## config.mk

```make
export PLATFORM = sky130hd
export DESIGN_NAME = pmem_arbiter
export DESIGN_NICKNAME = d
export VERILOG_FILES = /design/src/rtl/pmem_arbiter.sv
export SDC_FILE = /design/constraint.sdc
export NUM_CORES = 1
export LEC_CHECK = 0
export BUFFER_PORTS_ARGS = -buffer_cell sky130_fd_sc_hd__buf_4
export CORE_ASPECT_RATIO = 0.5
export CORE_MARGIN = 5
export CORE_UTILIZATION = 49
export CTS_CLUSTER_SIZE = 10
export DETAILED_ROUTE_END_ITERATION = 10
export PLACE_DENSITY = 0.86
export SKIP_LAST_GASP = 1
export SLEW_MARGIN = 10
export SYNTH_ARGS = -nofsm -noshare
export SYNTH_HDL_FRONTEND = slang
export SYNTH_SLANG_ARGS = --single-unit
```

## constraint.sdc

```tcl
create_clock -name clk -period 3.13 [get_ports clk]
set_input_delay 0.4695 -clock clk [delete_from_list [all_inputs] [get_ports clk]]
set_output_delay 0.4695 -clock clk [all_outputs]
set_load 0.02 [all_outputs]
```

## src/rtl/pmem_arbiter.sv

```systemverilog
// pmem_arbiter: arbitrates a single-port program RAM between a pipelined
// CPU instruction-fetch port and an external programmer.
//
// Ownership moves through CPU -> DRAIN -> PROG -> RELEASE -> CPU. The DRAIN
// cycle lets a fetch accepted in the last CPU cycle finish on the RAM bus
// before the programmer drives it. The RELEASE cycle keeps the CPU stalled
// for one extra cycle after the programmer lets go.
//
// RAM address, write data and byte enables are registered. Read data
// returns one cycle after the address. cpu_data and prg_rdata pass
// mem_rdata straight through while it is meaningful to that side, and
// otherwise show the last value that side saw.
//
// Optional feature: define PMEM_WRCNT_EN to add the wr_count output. It
// counts programmer write-strobe cycles, saturates at 16'hFFFF and clears
// whenever the programmer takes the memory.

module pmem_arbiter #(
    parameter int ADDR_W = 16
) (
    input  logic              clk,
    input  logic              rst_n,
    // CPU fetch port
    input  logic              cpu_req,
    input  logic [ADDR_W-1:0] cpu_addr,
    output logic              cpu_stall,
    output logic              cpu_valid,
    output logic [15:0]       cpu_data,
    // programmer port
    input  logic              prg_mode,
    input  logic [ADDR_W-1:0] prg_addr,
    input  logic [15:0]       prg_wdata,
    input  logic              prg_low,
    input  logic              prg_high,
    output logic [15:0]       prg_rdata,
    // RAM port
    output logic [ADDR_W-1:0] mem_addr,
    output logic [15:0]       mem_wdata,
    output logic              mem_we_lo,
    output logic              mem_we_hi,
    input  logic [15:0]       mem_rdata
`ifdef PMEM_WRCNT_EN
    ,
    output logic [15:0]       wr_count
`endif
);

    typedef enum logic [1:0] {
        ST_CPU     = 2'd0,
        ST_DRAIN   = 2'd1,
        ST_PROG    = 2'd2,
        ST_RELEASE = 2'd3
    } state_t;

    state_t             state_reg;
    state_t             state_next;

    // decoded controls
    logic               fetch_accept;   // CPU fetch taken this cycle
    logic               prog_active;    // programmer owns the RAM bus
    logic               prog_write;     // programmer byte strobe taken

    // fetch pipeline: address on the RAM bus, then data back
    logic               fetch_pend_reg;
    logic               cpu_valid_reg;
    logic [15:0]        cpu_hold_reg;
    logic [15:0]        prg_hold_reg;

    // registered RAM bus
    logic [ADDR_W-1:0]  mem_addr_reg;
    logic [15:0]        mem_wdata_reg;
    logic               mem_we_lo_reg;
    logic               mem_we_hi_reg;

    // State register: ownership FSM.
    always_ff @(posedge clk or negedge rst_n) begin
        if (!rst_n) begin
            state_reg <= ST_CPU;
        end else begin
            state_reg <= state_next;
        end
    end

    // Next-state logic: DRAIN and RELEASE each last exactly one cycle.
    always_comb begin
        state_next = state_reg;
        case (state_reg)
            ST_CPU:     if (prg_mode)  state_next = ST_DRAIN;
            ST_DRAIN:                  state_next = ST_PROG;
            ST_PROG:    if (!prg_mode) state_next = ST_RELEASE;
            ST_RELEASE:                state_next = ST_CPU;
            default:                   state_next = ST_CPU;
        endcase
    end

    // Output decode. A fetch presented in the cycle prg_mode rises is still
    // taken, because DRAIN lets it finish. The stall warns the CPU off any
    // further requests from that cycle on.
    always_comb begin
        fetch_accept = 1'b0;
        prog_active  = 1'b0;
        prog_write   = 1'b0;
        case (state_reg)
            ST_CPU:  fetch_accept = cpu_req;
            ST_PROG: begin
                prog_active = 1'b1;
                prog_write  = prg_low | prg_high;
            end
            default: ;
        endcase
        cpu_stall = rst_n & ((state_reg != ST_CPU) | (state_next != ST_CPU));
    end

    // RAM bus registers. Enables are raised only by an accepted programmer
    // strobe, so CPU and programmer can never drive the bus in the same cycle.
    always_ff @(posedge clk or negedge rst_n) begin
        if (!rst_n) begin
            mem_addr_reg  <= '0;
            mem_wdata_reg <= '0;
            mem_we_lo_reg <= 1'b0;
            mem_we_hi_reg <= 1'b0;
        end else begin
            mem_we_lo_reg <= prog_write & prg_low;
            mem_we_hi_reg <= prog_write & prg_high;
            if (fetch_accept) begin
                mem_addr_reg <= cpu_addr;
            end else if (prog_active) begin
                mem_addr_reg <= prg_addr;
            end
            if (prog_write) begin
                mem_wdata_reg <= prg_wdata;
            end
        end
    end

    // Fetch pipeline: address stage, then the data-return stage pulses cpu_valid.
    always_ff @(posedge clk or negedge rst_n) begin
        if (!rst_n) begin
            fetch_pend_reg <= 1'b0;
            cpu_valid_reg  <= 1'b0;
        end else begin
            fetch_pend_reg <= fetch_accept;
            cpu_valid_reg  <= fetch_pend_reg;
        end
    end

    // Keep the last word seen by each side so its output holds between returns.
    always_ff @(posedge clk or negedge rst_n) begin
        if (!rst_n) begin
            cpu_hold_reg <= '0;
            prg_hold_reg <= '0;
        end else begin
            if (cpu_valid_reg) begin
                cpu_hold_reg <= mem_rdata;
            end
            if (prog_active) begin
                prg_hold_reg <= mem_rdata;
            end
        end
    end

`ifdef PMEM_WRCNT_EN
    logic        take_over;
    logic [15:0] wr_count_reg;

    assign take_over = (state_reg == ST_CPU) && (state_next == ST_DRAIN);

    // Write-strobe counter: cleared at each takeover, saturating upward.
    always_ff @(posedge clk or negedge rst_n) begin
        if (!rst_n) begin
            wr_count_reg <= '0;
        end else if (take_over) begin
            wr_count_reg <= '0;
        end else if (prog_write && (wr_count_reg != 16'hFFFF)) begin
            wr_count_reg <= wr_count_reg + 16'd1;
        end
    end

    assign wr_count = wr_count_reg;
`endif

    assign mem_addr  = mem_addr_reg;
    assign mem_wdata = mem_wdata_reg;
    assign mem_we_lo = mem_we_lo_reg;
    assign mem_we_hi = mem_we_hi_reg;
    assign cpu_valid = cpu_valid_reg;
    assign cpu_data  = cpu_valid_reg ? mem_rdata : cpu_hold_reg;
    assign prg_rdata = prog_active ? mem_rdata : prg_hold_reg;

endmodule

```

# Yosys cells after proc, flatten, opt, wreduce, memory -nomap -nowiden
# Cells that the tools add are included.
[classes]
n_eq_ne = 3
mux = 10
n_bitwise = 5
reduce_logical = 4
[ops]
columns = ["op", "n"]
rows = [
  ["$mux W16", 4],
  ["$pmux W2 S4", 1],
  ["$reduce_bool A2 Y1", 3],
  ["$eq A2 B2 Y1 const B", 2],
  ["$mux W2", 2],
  ["$and A1 B1 Y1", 3],
  ["$mux W1", 3],
  ["$eq A2 B1 Y1 const B", 1],
  ["$logic_not A2 Y1", 1],
  ["$or A1 B1 Y1", 2],
]
[totals]
regBits = 70
inputBits = 70
output_inout_bits = 68
word_cells = 31

# Depth between registers and ports, before layout
[depth]
ltp_word = 5
depth_mapped = 7
ltp_nobuf = 4

# Least setup slack after synthesis
# Ideal clock, no wire load.
[synth_timing]
path_type = "flip-flop to output port"
start = "register state_reg[0]"
end = "output cpu_stall"
t_arrival_ps = 1441
t_required_ps = 2660
path_slack_ps = 1219
stages_incl_launch_ff = 6
n_path_buf = 1
path_cell_list = "dfrtp_1 inv_1 ha_1 buf_6 or4b_1 o311a_1"
[synth_via]
elab_chain_cells = 5
word_cells_on_any_way = 11
classes_between = "eq/ne (3); mux (3); bitwise (2); reduce/logical (3)"
[synth_rtl]
columns = ["item", "line", "rtl"]
rows = [
  ["start: declaration", "55", "state_t state_reg;"],
  ["start signal: assignment", "80", "state_reg <= state_next;"],
  ["$eq A2 B2 Y1, or another cell as far along", "87", "case (state_reg)"],
  ["$pmux W2 S4", "87", ""],
  ["$reduce_bool A2 Y1", "111", "cpu_stall = rst_n & ((state_reg != ST_CPU) | (state_next != ST_CPU));"],
  ["$or A1 B1 Y1 *", "111", ""],
  ["$and A1 B1 Y1 *", "111", ""],
  ["end: declaration", "26", "output logic cpu_stall,"],
]
# Mark *: on every way between the ends. The rest lies on a longest branch, timed or not.

# Final worst setup path
# Same ends and word-level chain as after synthesis.

==> reports/results.ini <==
[status]
status = finished, final reports clean

[clock_tree]
numCtsBuffers = 9
tritoncts = yes
root_buffer = clkbuf_16
path_clk_slew_ns = 0.06
clkSinkCount = 70
postCtsSetupBuffers = 0
cts-hold-fix-buffers = 0
htree_levels = 3
clockBufferDepth = 2
clkLatencyLatePin_ns = 0.32
cts_resized = 0

[sta]
worstMarginPinSlew_ns = 0.8830
setup_violations = 0
fin_ws_ns = 0.5861
finalCritPeriodShare_pct = 81.28
max_freq_ghz = 0.3931
finClkSkew_ns = 0.006886
drv_slew = 0
rsz0062_at_grt = false
relSlewSlack_pct = 41.14
fin_setup_tns_ns = 0
holdWs_ns = 0.3641
hold_viol_final = 0
fin_crit_ns = 2.544

[floorplan]
dieArea_mm2 = 0.007433
rows = 19
io_pins = 138
core_area_mm2 = 0.005515
die_h_um = 63.52
initial_utilization_pct = 50.88
die_w_um = 117.0

[cells_and_area]
n_antenna_cell = 0
postLayoutCoreUtil_pct = 75.82
fin_area_mm2 = 0.004182
syn2layout_area_growth_pct = 49.00
nFillCells = 345
drive_gt1_share_pct = 58.46
finalNonFillerCells = 410
nets = 405

[route]
routed-wl-met2_um = 3990
wl_per_cell_um = 17.92
top_layer_used = met4
drc = 0
viasPerCell = 5.107
drtPass1Iterations = 4
num_vias = 2094
ant_nets = 0
wl_met3_um = 494
drt_wl_total_um = 7346
dr.first_iter.drc_count = 71
met1Wirelength_um = 2676

[logic_synthesis]
synth_warnings = 0
synth_edf_count = 0
syn_area_mm2 = 0.002806
synth_ff_type = dfrtp_1
syn_nets = 266
syn_area_per_cell_um2 = 14.54
ys_ff_latch = 70
ys_types = 20
ys_async_sr_fraction_pct = 100.0
syn_inst = 193
yosysSeqAreaShare_pct = 62.42

[pwr]
ir_drop_mv = 0.6568
power_mw = 5.161
power.density_mw_per_mm2 = 1234
p_leak_nw = 2.010

[placed_design]
place_hpwl_um = 5200
dp_worst_setup_slack_ns = 0.9142
port_buffers = 137
dpl-instance-area_mm2 = 0.003881
gp_congestion = 0.7615
dpl.cell_count = 394

[hold_path]
hp-class = input pin to flip-flop

[setup_path]
crit_type = flip-flop to primary output
timing.reg2reg.setup_slack_ns = 1.06
cp.arrival_ns = 2.07
cp_max_fo = 25
cp-start-kind = flip-flop
cp.required_ns = 2.66
end_kind = primary output

[global_routing]
grt_max_degree = 71
globalRouteTotalUtil_pct = 20.73
antenna_found_initial = 0
gr-total-overflow = 0
grt_pass1_wl_um = 11940
first_global_vias = 2414

[run]
cap_viol_max_count = 0

## path summary, 6_finish.rpt
| path | from | endpoint | cells after the start |
|---|---|---|---|
| setup / recovery | state_reg[0]$_DFF_PN0_ | cpu_stall | 5 |
| hold / removal | prg_wdata[6] | mem_wdata[6]$_DFFE_PN0P_ | 2 |
| setup reg to reg | state_reg[0]$_DFF_PN0_ | mem_wdata[13]$_DFFE_PN0P_ | 4 |
| hold reg to reg | fetch_pend_reg$_DFF_PN0_ | cpu_valid$_DFF_PN0_ | 0 |
| max in group asynchronous | rst_n | mem_wdata[8]$_DFFE_PN0P_ | 2 |
| min in group asynchronous | rst_n | mem_addr[3]$_DFFE_PN0P_ | 2 |
## where the power goes
part	switching, mW	internal, mW	total, mW
combinational	1.37	1.20	2.57
sequential	0.227	1.37	1.59
clock	0.363	0.635	0.998
## cells in the mapped netlist (2+ instances only)
master    number  share of area (%)
mux2_1        10                4.0
nand3_1       16                2.9
mux2i_1       16                5.7
and2_1         3               0.67
inv_1          2               0.27
mux2_2        38                 15
o21ai_0        7                1.2
buf_6          2               0.80
buf_2          8                1.4
dfrtp_1       70                 62
clkbuf_1       2               0.27
o21ai_1        9                1.6
ha_1           3                1.3
## metal layers
layer / GRT usage [%] / vias to the layer above
met5: 0 / -
met4: 7.153 / 0
met3: 6.214 / 18
met2: 38.03 / 75
met1: 22.59 / 1043
li1: - / 958
## kinds of logic (layout without fill, tap and decap cells)
group,after synthesis,in the layout,share of synthesized area [%]
AO/OA/AOI/OAI,19,19,3.834
XOR/XNOR,1,1,0.3121
adder cells (fa/ha/maj),3,3,1.338
buffers and inverters,15,159,3.032
flip-flops,70,70,62.42
multiplexers,64,64,24.97
AND/OR/NAND/NOR,21,21,4.102
## layout by cell type (no fill, tap or decap), drive strengths merged, types with 2 or more instances in the layout
cell      n
clkinv    4
o21ai    17
nand3    16
mux2     48
ha        3
clkbuf   10
inv       2
mux2i    16
buf     141
and2      3
dfrtp    70
## critical path: stages (launching register included)
cell	delay [ns]
dfrtp_1	0.38
inv_1	0.10
ha_2	0.39
or4b_1	0.58
o311a_1	0.14
buf_4	0.16
## final cells by class
class | instances | area, um^2 | share of cell area (%)
Clock buffer | 10 | 239.0 | 5.715
Sequential cell | 70 | 1752 | 41.89
Timing Repair Buffer | 141 | 1059 | 25.31
Tap cell | 73 | 91.34 | 2.184
Multi-Input combinational cell | 108 | 972.2 | 23.25
Clock inverter | 6 | 61.31 | 1.466
Inverter | 2 | 7.507 | 0.1795
No activity file was read; power rests on OpenSTA's default activity.
